<file path="src/rtl/camo_pkg.sv">
// Shared constants and FSM state type for the camouflage key loader.
// Latency: n/a (declarations only).
// Backpressure: n/a.
package camo_pkg;

   // Number of camouflaged cells; each cell takes two select bits.
   localparam int N_CELLS = 6;
   localparam int KEY_W   = 2 * N_CELLS;
   // Bit counter must be able to hold KEY_W itself without wrapping.
   localparam int CNT_W   = $clog2(KEY_W + 1);

   typedef enum logic [2:0] {
      IDLE   = 3'd0,
      SHIFT  = 3'd1,
      PARITY = 3'd2,
      COMMIT = 3'd3,
      ERR    = 3'd4
   } camo_state_t;

endpackage

</file>
<file path="src/rtl/camo_key_shifter.sv">
// Serial LSB-first key shifter with bit counter and running even parity.
// Latency: a shifted bit is visible in sreg/par the cycle after shift_en.
// Backpressure: none; the caller gates shift_en, and the counter saturates at KEY_W.
module camo_key_shifter #(
   parameter int KEY_W = camo_pkg::KEY_W,
   parameter int CNT_W = $clog2(KEY_W + 1)
) (
   input  logic             clk,
   input  logic             rst_n,
   input  logic             clr,
   input  logic             shift_en,
   input  logic             shift_bit,
   output logic [KEY_W-1:0] sreg,
   output logic [CNT_W-1:0] cnt,
   output logic             par
);

   localparam logic [CNT_W-1:0] FULL = CNT_W'(KEY_W);

   // Shift new bits in at the top so the first accepted bit ends up in sreg[0].
   always_ff @(posedge clk) begin
      if (!rst_n || clr) begin
         sreg <= '0;
         cnt  <= '0;
         par  <= 1'b0;
      end else if (shift_en && (cnt != FULL)) begin
         sreg <= {shift_bit, sreg[KEY_W-1:1]};
         cnt  <= cnt + CNT_W'(1);
         par  <= par ^ shift_bit;
      end
   end

endmodule

</file>
<file path="src/rtl/camo_key_loader.sv">
// Loads a serial parity-protected key frame into the camouflage cell selects.
// Latency: parity bit presented in cycle n -> new key_out and key_update in cycle n+2.
// Backpressure: key_ready low outside SHIFT/PARITY; key_valid low stalls indefinitely.
module camo_key_loader
   import camo_pkg::*;
#(
   parameter  int N_CELLS = camo_pkg::N_CELLS,
   localparam int KEY_W   = 2 * N_CELLS
) (
   input  logic             clk,
   input  logic             rst_n,
   input  logic             frame_start,
   input  logic             key_valid,
   input  logic             key_bit,
   input  logic             lock_req,
   output logic             key_ready,
   output logic [KEY_W-1:0] key_out,
   output logic             key_update,
   output logic             key_locked,
   output logic             err_parity,
   output logic             frame_rej
);

   localparam int               CW       = $clog2(KEY_W + 1);
   localparam logic [CW-1:0]    LAST_IDX = CW'(KEY_W - 1);

   camo_state_t      state;
   logic [KEY_W-1:0] sreg;
   logic [CW-1:0]    cnt;
   logic             par;
   logic             in_frame;
   logic             restart;
   logic             shift_en;

   // A frame_start while receiving aborts; from IDLE it only starts when unlocked.
   always_comb begin
      in_frame = (state == SHIFT) || (state == PARITY);
      restart  = frame_start && (in_frame || ((state == IDLE) && !key_locked));
      shift_en = (state == SHIFT) && key_valid && !frame_start;
   end

   camo_key_shifter #(
      .KEY_W (KEY_W),
      .CNT_W (CW)
   ) u_shifter (
      .clk       (clk),
      .rst_n     (rst_n),
      .clr       (restart),
      .shift_en  (shift_en),
      .shift_bit (key_bit),
      .sreg      (sreg),
      .cnt       (cnt),
      .par       (par)
   );

   // Frame FSM together with all registered outputs.
   always_ff @(posedge clk) begin
      if (!rst_n) begin
         state      <= IDLE;
         key_ready  <= 1'b0;
         key_out    <= '0;
         key_update <= 1'b0;
         key_locked <= 1'b0;
         err_parity <= 1'b0;
         frame_rej  <= 1'b0;
      end else begin
         key_update <= 1'b0;
         frame_rej  <= 1'b0;
         case (state)
            IDLE: begin
               if (frame_start) begin
                  if (key_locked) begin
                     frame_rej <= 1'b1;
                  end else begin
                     state      <= SHIFT;
                     key_ready  <= 1'b1;
                     err_parity <= 1'b0;
                  end
               end
            end
            SHIFT: begin
               if (frame_start) begin
                  state <= SHIFT;
               end else if (key_valid && (cnt == LAST_IDX)) begin
                  state <= PARITY;
               end
            end
            PARITY: begin
               if (frame_start) begin
                  state <= SHIFT;
               end else if (key_valid) begin
                  // Even parity: data parity xor parity bit must be zero.
                  state     <= (par ^ key_bit) ? ERR : COMMIT;
                  key_ready <= 1'b0;
               end
            end
            COMMIT: begin
               key_out    <= sreg;
               key_update <= 1'b1;
               if (lock_req) begin
                  key_locked <= 1'b1;
               end
               state <= IDLE;
            end
            ERR: begin
               err_parity <= 1'b1;
               state      <= IDLE;
            end
            default: begin
               state     <= IDLE;
               key_ready <= 1'b0;
            end
         endcase
      end
   end

endmodule
</file>
<file path="config.mk">
export PLATFORM = sky130hd
export DESIGN_NAME = camo_key_loader
export DESIGN_NICKNAME = d
export VERILOG_FILES = /design/src/rtl/camo_pkg.sv /design/src/rtl/camo_key_shifter.sv /design/src/rtl/camo_key_loader.sv
export SDC_FILE = /design/constraint.sdc
export NUM_CORES = 1
export LEC_CHECK = 0
export ABC_AREA = 1
export CORE_ASPECT_RATIO = 0.5
export CORE_MARGIN = 4
export CORE_UTILIZATION = 54
export CTS_CLUSTER_DIAMETER = 200
export CTS_CLUSTER_SIZE = 8
export DETAILED_ROUTE_END_ITERATION = 7
export GPL_TIMING_DRIVEN = 0
export HOLD_SLACK_MARGIN = 0.12
export PLACE_DENSITY_LB_ADDON = 0.25
export REMOVE_ABC_BUFFERS = 1
export SYNTH_ARGS = -nofsm -noshare
export SYNTH_HDL_FRONTEND = slang
export SYNTH_SLANG_ARGS = --single-unit
</file>
<file path="constraint.sdc">
create_clock -name clk -period 1.9 [get_ports clk]
set_input_delay 0.475 -clock clk [delete_from_list [all_inputs] [get_ports clk]]
set_output_delay 0.475 -clock clk [all_outputs]
set_load 0.05 [all_outputs]
</file>
==> impl_metrics.json <==
{
  "antenna_found_initial": 0,
  "firstDrtPassIters": 4,
  "clock_latency_ps": 290,
  "fill_cells": 281,
  "place_congestion": 0.843,
  "grt_pass1_vias": 1342,
  "grt_pass1_wl_um": 5980,
  "track_usage_pct": 19.2,
  "routedWlPerCell_um": 11.7,
  "finClkSkew_ps": 6.40,
  "internal_power_mw": 1.19,
  "place_inst": 304,
  "drtIter0Drc": 68,
  "place_area_mm2": 0.00193,
  "status": "complete, no violations",
  "start_util_pct": 56.9,
  "cts-root-buf": "clkbuf_8",
  "diodes": 0,
  "irDropWorstVdd_mv": 0.494,
  "finalWirelength_um": 3650,
  "postLayoutCoreUtil_pct": 66.8,
  "worst_pin_slew_ps": 639,
  "r2r_slack_ps": 160,
  "cts_tree": "done",
  "drive_gt1_share_pct": 8.09,
  "clock-sinks": 37,
  "io_buffers": 22,
  "synth_xor_area_share_pct": 0.511,
  "hold-path-endpoint": "key_ready$_SDFFE_PN0P_",
  "seqPwrFrac_pct": 46.3,
  "path_clk_slew_ps": 80,
  "nets": 279,
  "ys_ff_latch": 37,
  "viasPerCell": 5.09,
  "die_h_um": 47.8,
  "r2r_end": "key_out[9]$_SDFFE_PN0P_",
  "die-width_um": 87.7,
  "min_path_cells": 2,
  "vias": 1587,
  "core_mm2": 0.00301,
  "grt_setup_unrepaired": "no",
  "combinationalPowerShare_pct": 22.7,
  "synthSimpleGateAreaFrac_pct": 38.1,
  "synth_top_family_by_area": "simple AND/OR/NAND/NOR gates",
  "max_freq_ghz": 0.561,
  "slew-limit-headroom_pct": 57.3,
  "hold_path.class": "flop to flop",
  "period_share_pct": 93.7,
  "ioPinCount": 23,
  "syn_inst": 251,
  "drc": 0,
  "hold_violations": 0,
  "die_area_mm2": 0.00419,
  "switchingPower_mw": 0.624,
  "cp-end-kind": "flop",
  "finalCriticalPeriod_ps": 1780,
  "p_leak_nw": 1.12,
  "final_area_mm2": 0.00201,
  "r2r-start": "state[2]$_SDFFE_PN0P_",
  "yosysWarnings": 0,
  "yosysSeqAreaShare_pct": 43.2,
  "yosys-mux-area-fraction_pct": 0,
  "synth_area_mm2": 0.00171,
  "slowest_delay_ps": 580,
  "ctsLongestPathBuffers": 2,
  "place_ws_ps": -389,
  "overflow": 0,
  "cp.arrival_ps": 2010,
  "htree_levels": 2,
  "grt_max_degree": 19,
  "num_rows": 14,
  "start_kind": "input pin",
  "ant_nets": 0,
  "fin_cells": 312,
  "synth_adder_area_share_pct": 1.46,
  "hp-start": "key_ready$_SDFFE_PN0P_",
  "hold_buffers": 0,
  "syn_avg_cell_area_um2": 6.83,
  "setup_slack_ps": 119,
  "swShare_pct": 34.5,
  "power_mw": 1.81,
  "area_growth_pct": 17.4,
  "p_per_area_mw_per_mm2": 900,
  "crit_fanout": 17,
  "hpwl_um": 2420,
  "synth_cell_types": 26,
  "reg2regPathDepth": 6,
  "numCtsBuffers": 5,
  "clkPwrFrac_pct": 30.9,
  "drv_cap": 0,
  "setup.worst_path.class": "input pin to flop",
  "slew_viol_final": 0,
  "synth_compound_area_share_pct": 6.50,
  "crit_slowest_cell": "clkdlybuf4s50_1",
  "cp.required_ps": 2130,
  "worstPathCellList": "clkdlybuf4s50_1, inv_2, nand2_2, nor2_4, nand3_1, nand2_1, nand2_1, inv_1",
  "setup_violations": 0,
  "crit_top_cell": "nand2_1"
}
## state kept, by name (all words and copies together) (netlist names)
name            count
key_out            12
u_shifter.sreg     12
u_shifter.cnt       4
state               3
err_parity          1
frame_rej           1
key_locked          1
key_ready           1
key_update          1
u_shifter.par       1
## cell usage in the layout (no fill, tap or decap), types with 3 or more instances in the layout
cell type	instances
nand2_1	74
dfxtp_1	37
nor2_1	34
nand3_1	28
inv_1	26
dlygate4sd2_1	16
o21ai_0	12
a21oi_1	7
inv_2	5
clkbuf_8	5
clkdlybuf4s50_1	4
nor2_2	3
nand4_1	3
## Yosys cell counts
cell,count,area (µm²)
a21oi_1,7,35.0
a21oi_2,1,8.76
buf_1,1,3.75
buf_2,3,15.0
buf_4,1,7.51
buf_6,2,22.5
clkbuf_2,2,10.0
dfxtp_1,37,741
ha_1,2,25.0
inv_1,26,97.6
inv_2,5,18.8
nand2_1,74,278
nand2_2,2,12.5
nand3_1,28,140
nand3_2,1,10.0
nand3b_1,1,7.51
nand3b_4,1,20.0
nand4_1,3,18.8
nor2_1,35,131
nor2_2,2,12.5
nor2_4,1,11.3
nor3_1,1,5.00
nor4_1,1,6.26
o211ai_1,1,7.51
o21ai_0,12,60.1
xor2_1,1,8.76
## logic make-up after synthesis
kind of cell	Yosys count
AOI/OAI and AO/OA	21
xor gates and xnor gates	1
adders and majority gates	2
buffers and inverters	40
DFF	37
and+or+nand+nor	150
## layer usage
metal	vias to the layer above	GRT usage (%)	part of all wire, %
li1	826	-	-
met1	715	23.3	48
met2	36	32.5	44
met3	10	5.33	5.4
met4	0	10.1	2.3
met5	-	0	0
## critical path, delay by kind of cell
| kind | cells | cell delay [ps] |
|---|---|---|
| buffers and inverters | 3 | 870 |
| AND/OR/NAND/NOR | 5 | 670 |
## worst max-delay path by stage
stage,startpoint,depth (start not counted),slack [ps],endpoint
2_1_floorplan,key_locked$_SDFFE_PN0P_,6,350,u_shifter.sreg[1]$_SDFFE_PP0P_
3_3_place_gp,rst_n,5,-410,u_shifter.sreg[1]$_SDFFE_PP0P_
3_5_place_dp,rst_n,5,-390,u_shifter.sreg[1]$_SDFFE_PP0P_
4_1_cts,frame_rej$_SDFF_PN0_,1,5,frame_rej
5_1_grt,frame_start,8,2,u_shifter.cnt[2]$_SDFFE_PP0P_
6_report,frame_start,8,120,u_shifter.cnt[2]$_SDFFE_PP0P_
## per-stage QoR
step	hold WS (ps)	TNS (ps)
after floorplan	455	0
after global placement	428	-7430
after detailed placement	432	-7720
after CTS	441	0
after global routing	473	0
final	439	0
## layout make-up
class	count	area (µm²)	share of cell area, %
clock inverter	3	22.5	1.12
tap	40	50.0	2.49
sequential	37	741	36.8
timing repair buffer	22	205	10.2
multi-input combinational	174	808	40.2
inverter	31	116	5.78
clock buffer	5	68.8	3.42
## power by group through the flow
stage / registers, mW / logic (mW) / clock network, mW
global placement: 0.857 / 0.418 / 0
floorplan: 0.956 / 0.199 / 0
CTS: 0.839 / 0.413 / 0.580
global route: 0.845 / 0.454 / 0.610
finish: 0.839 / 0.411 / 0.560
detailed placement: 0.858 / 0.423 / 0
## what timing repair did
| item | 4_1_cts | 5_1_grt |
|---|---|---|
| resized for setup | 18 | 2 |
| buffers inserted | 0 | 0 |
| setup endpoints to repair | 44 | 16 |
| pin swaps | 0 | 1 |
(Power assumes the default switching activity.)
